===== src/rtl/echo_avg.sv =====
// rtl/echo_avg.sv - echo falling-edge capture, range check and 4-sample moving average
module echo_avg #(
  parameter int               CNT_W   = 16,
  parameter logic [CNT_W-1:0] MIN_CNT = 16'd10,
  parameter logic [CNT_W-1:0] MAX_CNT = 16'd3000,
  parameter int               SETTLE  = 4
) (
  input  logic             clk,
  input  logic             reset,
  input  logic             echo_in,
  input  logic [CNT_W-1:0] count_in,
  output logic [CNT_W-1:0] avg_out,
  output logic             avg_valid,
  output logic             oor,
  output logic [2:0]       fill
);

  typedef enum logic [1:0] {
    ST_IDLE,
    ST_SETTLE,
    ST_CHECK,
    ST_ACCUM
  } state_t;

  localparam logic [3:0] SETTLE_LOAD = 4'(SETTLE - 1);

  state_t             state;
  logic               s1, s2, s3;
  logic               fall;
  logic [3:0]         cnt;
  logic [CNT_W-1:0]   sample;
  logic [CNT_W-1:0]   win [4];
  logic [CNT_W+1:0]   sum;
  logic [CNT_W-1:0]   oldest;
  logic [CNT_W+1:0]   sum_next;

  // echo_in is asynchronous: two synchroniser stages plus one history stage for edge detection
  always_ff @(posedge clk) begin
    if (reset) begin
      s1 <= 1'b0;
      s2 <= 1'b0;
      s3 <= 1'b0;
    end else begin
      s1 <= echo_in;
      s2 <= s1;
      s3 <= s2;
    end
  end

  assign fall = s3 & ~s2;

  // running sum update; the evicted sample only counts once the window is full
  always_comb begin
    oldest   = '0;
    if (fill == 3'd4) oldest = win[3];
    sum_next = sum + {2'b00, sample} - {2'b00, oldest};
  end

  // measurement FSM with registered window, sum and output pulses
  always_ff @(posedge clk) begin
    if (reset) begin
      state     <= ST_IDLE;
      cnt       <= '0;
      sample    <= '0;
      sum       <= '0;
      fill      <= '0;
      avg_out   <= '0;
      avg_valid <= 1'b0;
      oor       <= 1'b0;
      for (int i = 0; i < 4; i++) win[i] <= '0;
    end else begin
      avg_valid <= 1'b0;
      oor       <= 1'b0;
      case (state)
        ST_IDLE: begin
          if (fall) begin
            cnt   <= SETTLE_LOAD;
            state <= ST_SETTLE;
          end
        end
        ST_SETTLE: begin
          // falls seen here are dropped, not queued
          if (cnt == 4'd0) begin
            sample <= count_in;
            state  <= ST_CHECK;
          end else begin
            cnt <= cnt - 4'd1;
          end
        end
        ST_CHECK: begin
          if (sample >= MIN_CNT && sample <= MAX_CNT) begin
            state <= ST_ACCUM;
          end else begin
            oor   <= 1'b1;
            state <= ST_IDLE;
          end
        end
        ST_ACCUM: begin
          win[0] <= sample;
          win[1] <= win[0];
          win[2] <= win[1];
          win[3] <= win[2];
          sum    <= sum_next;
          if (fill != 3'd4) fill <= fill + 3'd1;
          // average is only published once four samples are in the window
          if (fill >= 3'd3) begin
            avg_valid <= 1'b1;
            avg_out   <= sum_next[CNT_W+1:2];
          end
          state <= ST_IDLE;
        end
        default: state <= ST_IDLE;
      endcase
    end
  end

endmodule


===== config.mk =====
export PLATFORM = sky130hd
export DESIGN_NAME = echo_avg
export DESIGN_NICKNAME = d
export VERILOG_FILES = /design/src/rtl/echo_avg.sv
export SDC_FILE = /design/constraint.sdc
export NUM_CORES = 1
export LEC_CHECK = 0
export CORE_MARGIN = 10
export CORE_UTILIZATION = 30
export CTS_CLUSTER_SIZE = 16
export DETAILED_ROUTE_END_ITERATION = 12
export PLACE_DENSITY = 0.48
export SLEW_MARGIN = 20
export SYNTH_ARGS = -nofsm -noshare
export SYNTH_HDL_FRONTEND = slang
export SYNTH_SLANG_ARGS = --single-unit
export TNS_END_PERCENT = 5

===== constraint.sdc =====
create_clock -name clk -period 3.9 [get_ports clk]
set_input_delay 0.78 -clock clk [delete_from_list [all_inputs] [get_ports clk]]
set_output_delay 0.78 -clock clk [all_outputs]
set_load 0.02 [all_outputs]

# Word level (Yosys, flattened, before mapping)
# Memory sizes are Yosys's and may differ from the RTL's.
# Cells that the tools add are included.
# totals
word_cells,65
ram_bits,64
inputBits,19
reg_bits,64
n_memories,1
# op_classes
reduce_logical,11
eq_ne,8
magnitude_cmp,3
n_addsub,4
n_mux,19
n_bitwise,8
# mem_list
memory,depth,width,rd,rd_clocked_by_memory_dff,wr,line,rtl
win,4,16,4,0,4,32,logic [CNT_W-1:0] win [4];
# op_table
operator,count
2-to-1 mux 16 bit,5
adder 18 x 16 -> 18 bit,1
subtractor 18 x 16 -> 18 bit,1
>= comparator 16 x 4 -> 1 bit (second input constant),1
less-or-equal comparator 16 x 12 -> 1 bit (second input constant),1
2-to-1 mux 4 bit,2
case mux 2 bit (4 select lines),1
case mux 4 bit (2 select lines),1
AND reduction 2 bit,4
2-to-1 mux 1 bit,7
2-to-1 mux 2 bit,3
inequality test 2 bit (second input constant),3
equality test 2 bit (second input constant),2
logical NOT 4 bit,1
OR 1 bit,4
OR reduction 2 bit,2
subtractor 4 x 1 -> 4 bit (second input constant),1
adder 3 x 1 -> 3 bit (second input constant),1
equality test 3 bit (second input constant),1
>= comparator 3 x 2 -> 1 bit (second input constant),1
inequality test 3 bit (second input constant),1
inverter 1 bit,3
AND reduction 3 bit,1
equality test 2 x 1 -> 1 bit (second input constant),1
4 further kinds,4

# Depth between registers and ports, before layout
# Gate-level depths: netlist of run 1.
# logic_depth
word_depth,5
depth_mapped,14

# Worst setup path after synthesis of run 1
# No wires, ideal clock.
# synth_timing
kind,reg2reg
startpoint,register fill[0]
endpoint,register sum[17]
setup_time_ns,0.123
arrival_time_ns,3.337
required_time_ns,3.777
period_less_slack_ns,3.460
n_path_buf,2
setup_slack_ns,0.440
path_stages_with_launch,15
path_cell_list,dfxtp_1 -> inv_1 -> ha_1 -> clkbuf_1 -> and3_1 -> fa_1 -> inv_1 -> ha_1 -> buf_6 -> a21oi_4 -> o211ai_2 -> a221o_1 -> a21oi_2 -> mux2i_1 -> mux2_1
# synth_via
elab_chain_len,3
# synth_rtl
item,line,rtl
start: declaration,15,output logic [2:0] fill
start signal: assignment,104,if (fill != 3'd4) fill <= fill + 3'd1;
equality test 3 bit,55,if (fill == 3'd4) oldest = win[3];
2-to-1 mux 16 bit,55,
subtractor 18 x 16 -> 18 bit,56,"sum_next = sum + {2'b00, sample} - {2'b00, oldest};"
end signal: assignment,103,sum <= sum_next;
end: declaration,33,logic [CNT_W+1:0] sum;
# No other way between the ends.
# A chain may end at the register's enable or synchronous reset.

# Worst setup path in the final report of run 1
# layout_timing
startpoint,register fill[0]
endpoint,register avg_out[14]
# layout_via
elab_chain_len,3
# layout_rtl
item,line,rtl
equality test 3 bit,55,
2-to-1 mux 16 bit,55,
subtractor 18 x 16 -> 18 bit,56,
end signal: assignment,108,avg_out <= sum_next[CNT_W+1:2];
end: declaration,12,"output logic [CNT_W-1:0] avg_out,"
# Several ways; a longest one is shown, not always the timed one.

==> run_results.csv, run 1 <==
group,metric,value,unit
outcome,run_status,"complete, no violations",
clock_network,clk_root_buffer_cell,"sky130_fd_sc_hd__clkbuf_16",
sta,timing.clock.skew,9.21,ps
finish,fraction_of_layout_instances_using_a_drive_strength_above_1,7.66,%
floorplan,width_of_the_chip,166,um
sta,layout_worst_path_cycle_share,93.6,%
finish,flow.area_growth_from_synthesis,19.2,%
sta,rsz0062_at_grt,"false",
global_route,antenna_violations_before_repair,0,
critical_path,critPathMaxFanout,17,
synthesis,ys_warn_count,0,
sta,slew_headroom,41.0,%
finish,final_core_util,36.3,%
clock_network,clock_sinks,128,
power,total_leakage_power,0.00303,uW
drt,vias,4506,
finish,n_antenna_cell,0,
clock_network,postCtsSetupRepairBufs,0,
drt,detailedRoute.firstIterationViolations,278,
critical_path,critical_path_startpoint_category,"register",
clock_network,clk_path_buf_depth,2,
power,internal_power,2430,uW
sta,setup-violations-final,0,
power,power_frac_clock,47.9,%
sta,timing.final.crit_period,3650,ps
clock_network,numCtsBuffers,17,
clock_network,cts_hold_buf,0,
placement,dpl.hpwl,10600,um
floorplan,placement_rows,53,
placement,dp_worst_setup_slack,274,ps
critical_path,worst-endpoint-arrival,3930,ps
critical_path,cp_cell_sequence,"inv_1, ha_1, and3_1, fa_1, inv_1, fa_1, a211oi_2, o211ai_1, a21oi_1, mux2_2, nand4_1, a21oi_1",
synthesis,syn-instance-count,634,
floorplan,die_area,27500,um^2
power,power_switching_share,23.5,%
global_route,grt_first_pass_wirelength,24200,um
drt,routedWlPerCell,15.6,um
power,p_comb_share,6.5,%
sta,timing_hold_violations_final,0,
global_route,grt.overflow.total,0,
critical_path,critical_setup_path_kind,"reg -> reg",
critical_path,startpoint,"fill[0]",
synthesis,synth_area,6390,um^2
placement,io_buffers,39,
floorplan,core_region_area,21000,um^2
power,seq_power_share,45.6,%
critical_path,max_stage_delay,500,ps
synthesis,synth-edff-count,64,
sta,worst-slew-pin-transition,873,ps
drt,antenna_violating_nets_post_route,0,
global_route,global_route.usage.total,10.8,%
floorplan,floorplan_die_height,166,um
finish,final_nets,724,
drt,drt_drc_violations_left,0,
critical_path,crit_buf_inv,2,
sta,final_critical_path_setup_slack,248,ps
critical_path,timing.rr.start,"fill[0]",
sta,final-max-slew-violation-count,0,
synthesis,ys_ff_latch,128,
synthesis,asyncSetResetFlopFracSynth,0,%
global_route,vias_in_the_first_global_route,4629,
clock_network,cts_resized,0,
critical_path,timing.critical_path.slowest_stage_cell,"sky130_fd_sc_hd__fa_1",
synthesis,syn-mean-instance-area,10.1,um^2
placement,gp_congestion,0.879,
critical_path,cpLargestDelayFamily,"adder cells",
power,powerDensity,416,nW/um^2
power,net-switching-power,747,uW
drt,viasPerCell,4.72,
drt,detailedRoute.firstPassIterationCount,5,
critical_path,worst_ep_required_time,4180,ps
floorplan,ioPinCount,40,
power,ir_worst_vdd,251,uV
floorplan,starting_density_of_the_core,30.4,%
critical_path,critical_path.endpoint_type,"register",
sta,tns,0,ps
clock_network,clk_transition_reported_paths,60,ps
synthesis,synth_cell_types,60,
clock_network,cts_tree,"built",
synthesis,postSynthNetCount,692,
synthesis,synth-main-ff-cell,"sky130_fd_sc_hd__edfxtp_1",
clock_network,worstSkewPairLatency,420,ps
min_path,holdCritStartpoint,"s1",
sta,max_freq,274,MHz
synthesis,post_synthesis_sequential_area_ratio,50.1,%
drt,drt-total-wl,14900,um
min_path,min_path_type,"reg -> reg",
global_route,grt_start_max_net_pins,57,
clock_network,htreeDepth,4,
run,drv.max_cap_violation_count,0,
finish,fillers,2074,
[through the flow]
| stage | power [uW] | hold WS [ps] | cells | cell area (um^2) |
|---|---|---|---|---|
| after floorplan | 1610 | 414 | 634 | 6390 |
| after global placement | 1680 | 423 | 922 | 7050 |
| after detailed placement | 1680 | 430 | 922 | 7050 |
| after CTS | 3210 | 445 | 954 | 7620 |
| after global routing | 3290 | 462 | 954 | 7620 |
| final | 3170 | 438 | 954 | 7620 |
[layer usage]
| layer | vias to the layer above | routed length (um) | track usage [%] |
|---|---|---|---|
| met3 | 18 | 510 | 2.96 |
| met2 | 63 | 7430 | 18.0 |
| met5 | - | 0 | 0 |
| met1 | 2203 | 6710 | 13.1 |
| li1 | 2222 | - | - |
| met4 | 0 | 214 | 4.01 |
[layout by cell type, fill, tap and decap left out, types with 6 or more instances in the layout]
| cell | netlist | final |
|---|---|---|
| sky130_fd_sc_hd__edfxtp_1 | 64 | 64 |
| sky130_fd_sc_hd__a211oi_1 | 9 | 9 |
| sky130_fd_sc_hd__clkdlybuf4s50_1 | 0 | 38 |
| sky130_fd_sc_hd__o21ai_0 | 11 | 11 |
| sky130_fd_sc_hd__and2_1 | 51 | 51 |
| sky130_fd_sc_hd__dfxtp_1 | 64 | 64 |
| sky130_fd_sc_hd__and3_1 | 17 | 17 |
| sky130_fd_sc_hd__nand3b_1 | 6 | 6 |
| sky130_fd_sc_hd__buf_4 | 0 | 7 |
| sky130_fd_sc_hd__xnor2_1 | 11 | 11 |
| sky130_fd_sc_hd__clkbuf_16 | 0 | 17 |
| sky130_fd_sc_hd__nand2_1 | 52 | 52 |
| sky130_fd_sc_hd__fa_1 | 16 | 16 |
| sky130_fd_sc_hd__inv_1 | 75 | 74 |
| sky130_fd_sc_hd__a21oi_1 | 37 | 37 |
| sky130_fd_sc_hd__ha_1 | 23 | 23 |
| sky130_fd_sc_hd__nor3_1 | 22 | 22 |
| sky130_fd_sc_hd__nor2_1 | 45 | 44 |
| sky130_fd_sc_hd__nand3_1 | 10 | 10 |
| sky130_fd_sc_hd__mux2i_1 | 17 | 17 |
[synthesized netlist by cell type, types with 3 or more instances]
master	count	area share (%)
sky130_fd_sc_hd__o211ai_1	3	0.35
sky130_fd_sc_hd__nor2b_1	5	0.49
sky130_fd_sc_hd__nand2_1	52	3.1
sky130_fd_sc_hd__dfxtp_1	64	20
sky130_fd_sc_hd__and3_1	17	1.7
sky130_fd_sc_hd__and2_1	51	5.0
sky130_fd_sc_hd__o21a_1	3	0.35
sky130_fd_sc_hd__a21oi_1	37	2.9
sky130_fd_sc_hd__or4_1	4	0.47
sky130_fd_sc_hd__nor3_1	22	1.7
sky130_fd_sc_hd__edfxtp_1	64	30
sky130_fd_sc_hd__inv_1	75	4.4
sky130_fd_sc_hd__fa_1	16	5.0
sky130_fd_sc_hd__clkbuf_1	21	1.2
sky130_fd_sc_hd__nand3_1	10	0.78
sky130_fd_sc_hd__buf_2	8	0.63
sky130_fd_sc_hd__nand4b_1	4	0.55
sky130_fd_sc_hd__o21ai_0	11	0.86
sky130_fd_sc_hd__nor2_1	45	2.6
sky130_fd_sc_hd__mux2i_1	17	2.7
sky130_fd_sc_hd__nand4_1	4	0.39
sky130_fd_sc_hd__ha_1	23	4.5
sky130_fd_sc_hd__buf_1	3	0.18
sky130_fd_sc_hd__nand3b_1	6	0.70
sky130_fd_sc_hd__a211oi_1	9	1.1
sky130_fd_sc_hd__xnor2_1	11	1.5
sky130_fd_sc_hd__xor2_1	4	0.55
sky130_fd_sc_hd__nor4_1	4	0.39
[power by group through the flow]
stage	Sequential [uW]	Clock (uW)	Combinational, uW
after floorplan	1470	0	142
after global placement	1480	0	206
after detailed placement	1480	0	207
after CTS	1450	1560	209
after global routing	1450	1610	226
final	1450	1520	206
[kinds of logic after synthesis]
family                   after synthesis  share of synthesized area, %
adder cells (fa/ha/maj)               39                          9.51
multiplexers                          19                          3.01
AO/OA/AOI/OAI                         93                          9.89
AND/OR/NAND/NOR                      231                          18.7
buffers and inverters                109                          6.70
flip-flops                           128                          50.1
XOR/XNOR                              15                          2.06
[flip-flops by register name, summed over array words and instances (netlist names)]
signal     cells
s2             1
s1             1
state          2
avg_valid      1
cnt            4
fill           3
win           64
sum           18
avg_out       16
oor            1
sample        16
s3             1
[final cells by class]
type | count | area (um^2) | area share, %
flip-flops and latches | 128 | 3200 | 42.0
clock buffers | 19 | 453 | 5.94
multi-input cells | 397 | 2770 | 36.3
repair buffers | 47 | 458 | 6.01
clock inverters | 13 | 114 | 1.49
well taps | 275 | 344 | 4.51
inverters | 75 | 282 | 3.69
[worst paths after layout]
| kind | end | slack [ps] | cells after the start |
|---|---|---|---|
| worst max-delay path | avg_out[14] | 250 | 12 |
| worst max register to register | avg_out[14] | 250 | 12 |
| worst min register to register | s2 | 440 | 1 |
| worst min-delay path | s2 | 440 | 1 |
No activity file was read; power rests on OpenSTA's default activity.
==> inputs of run 2 (changes only) <==
--- a/config.mk
+++ b/config.mk
@@ -9,9 +9,10 @@
 export CORE_UTILIZATION = 30
 export CTS_CLUSTER_SIZE = 16
 export DETAILED_ROUTE_END_ITERATION = 12
+export MAX_ROUTING_LAYER = met4
 export PLACE_DENSITY = 0.48
 export SLEW_MARGIN = 20
 export SYNTH_ARGS = -nofsm -noshare
 export SYNTH_HDL_FRONTEND = slang
 export SYNTH_SLANG_ARGS = --single-unit
-export TNS_END_PERCENT = 5
+export TNS_END_PERCENT = 1
==> run 2 against run 1 <==
Effect of this change:
- sequential power is essentially flat
- die area is the same
- clock skew is essentially flat
- non-clock buffer count is the same
- critical endpoint unchanged
- highest routed layer unchanged
==> run_results.csv, run 2 (synthesized netlist as in run 1, its figures left out) <==
group,metric,value,unit
floorplan,starting_density_of_the_core,30.4,%
placement,dpl.hpwl,10600,um
critical_path,critical_setup_path_kind,"reg -> reg",
global_route,met3_usage,2.86,%
run,drv.max_cap_violation_count,0,
critical_path,critical_path_startpoint_category,"register",
sta,timing.clock.skew,8.72,ps
power,powerDensity,416,nW/um^2
drt,antenna_violating_nets_post_route,0,
clock_network,htreeDepth,4,
finish,fin_cells,954,
sta,final_critical_path_setup_slack,256,ps
critical_path,timing.critical_path.slowest_stage_cell,"sky130_fd_sc_hd__fa_1",
critical_path,worst_setup_path_endpoint,"avg_out[14]",
clock_network,numCtsBuffers,17,
clock_network,postCtsSetupRepairBufs,0,
global_route,met2_usage,18.0,%
finish,final_nets,724,
critical_path,startpoint,"fill[0]",
placement,dp_worst_setup_slack,274,ps
critical_path,cp_cell_sequence,"inv_1, ha_1, and3_1, fa_1, inv_1, fa_1, a211oi_2, o211ai_1, a21oi_1, mux2_2, nand4_1, a21oi_1",
clock_network,clk_transition_reported_paths,60,ps
critical_path,setup.reg_to_reg.worst_slack,260,ps
placement,io_buffers,39,
sta,setup-violations-final,0,
drt,drt_drc_violations_left,0,
global_route,antenna_violations_before_repair,0,
floorplan,core_region_area,21000,um^2
global_route,global_route.usage.total,11.1,%
drt,detailedRoute.firstPassIterationCount,6,
sta,timing.final.crit_period,3640,ps
sta,timing_hold_violations_final,0,
finish,mostFrequentLayoutCell,"sky130_fd_sc_hd__inv_1",
finish,n_antenna_cell,0,
sta,rsz0062_at_grt,"false",
drt,detailedRoute.firstIterationViolations,293,
floorplan,floorplan_die_height,166,um
finish,fraction_of_layout_instances_using_a_drive_strength_above_1,7.66,%
sta,layout_worst_path_cycle_share,93.4,%
global_route,peak_usage_layer_in_the_global_routing_report,"met2",
critical_path,max_stage_delay,500,ps
drt,vias,4511,
critical_path,timing.rr.start,"fill[0]",
drt,drt-total-wl,14900,um
drt,routedWlPerCell,15.6,um
global_route,grt.overflow.total,0,
outcome,run_status,"complete, no violations",
power,fin_total_pwr,3170,uW
clock_network,clk_path_buf_depth,2,
global_route,grt_first_pass_wirelength,24200,um
global_route,gr-usage-met1,13.2,%
finish,registers.top_by_ff_count,"win",
power,total_leakage_power,0.00303,uW
min_path,min_path_type,"reg -> reg",
sta,max_freq,274,MHz
floorplan,width_of_the_chip,166,um
critical_path,ff2ff_path_depth,12,
sta,worst-slew-pin-transition,883,ps
critical_path,critical_path.endpoint_type,"register",
critical_path,cp_num_cells,12,
finish,largest_register_ff_count,64,
global_route,vias_in_the_first_global_route,4633,
placement,dp_cells,922,
floorplan,die_area,27500,um^2
finish,fillers,2074,
critical_path,cpLargestDelayFamily,"adder cells",
finish,flow.area_growth_from_synthesis,19.2,%
placement,gp_congestion,0.893,
critical_path,regToRegEndpoint,"avg_out[14]",
finish,reg_top3,"win (64), sum (18)",
clock_network,worstSkewPairLatency,420,ps
drt,viasPerCell,4.73,
finish,final_core_util,36.3,%
clock_network,cts_tree,"built",
power,ir_worst_vdd,251,uV
global_route,grt_start_max_net_pins,57,
sta,tns,0,ps
critical_path,worst-endpoint-arrival,3920,ps
floorplan,placement_rows,53,
sta,final-max-slew-violation-count,0,
critical_path,critPathMaxFanout,17,
critical_path,worst_ep_required_time,4180,ps
sta,slew_headroom,40.3,%
finish,layout.cells.most_common_list,"sky130_fd_sc_hd__inv_1, sky130_fd_sc_hd__dfxtp_1, sky130_fd_sc_hd__edfxtp_1, sky130_fd_sc_hd__nand2_1, sky130_fd_sc_hd__and2_1",
clock_network,clk_root_buffer_cell,"sky130_fd_sc_hd__clkbuf_16",
clock_network,cts_hold_buf,0,
critical_path,crit_buf_inv,2,
floorplan,ioPinCount,40,
clock_network,clock_sinks,128,
clock_network,cts_resized,0,
## run 2: layout make-up
class / count / area (um^2) / area share [%]
well taps: 275 / 344 / 4.51
flip-flops and latches: 128 / 3200 / 42.0
clock buffers: 19 / 453 / 5.94
repair buffers: 47 / 458 / 6.01
inverters: 75 / 282 / 3.69
multi-input cells: 397 / 2770 / 36.3
clock inverters: 13 / 114 / 1.49
## run 2: layer usage
metal / wire (um) / up-vias
met5: 0 / -
met1: 6760 / 2189
met2: 7350 / 79
li1: - / 2221
met3: 528 / 22
met4: 225 / 0
## run 2: power by group
| group | total [uW] | switching [uW] | leakage [uW] | internal (uW) |
|---|---|---|---|---|
| clock network | 1520 | 613 | 0.000267 | 907 |
| registers | 1450 | 10.0 | 0.00118 | 1440 |
| logic | 206 | 123 | 0.00158 | 83.4 |
| total | 3170 | 746 | 0.00303 | 2430 |
## run 2: worst min-delay path by stage
stage	startpoint	endpoint	slack, ps	cells after the start
after detailed placement	s1	s2	430	1
after global placement	s1	s2	420	1
after CTS	s1	s2	450	1
after floorplan	s1	s2	410	1
after global routing	s1	s2	460	1
final	s1	s2	440	1
## run 2: through the flow
step,hold slack (ps),area (um^2)
floorplan,414,6390
global placement,423,7050
detailed placement,430,7050
CTS,445,7620
global route,462,7620
finish,438,7620
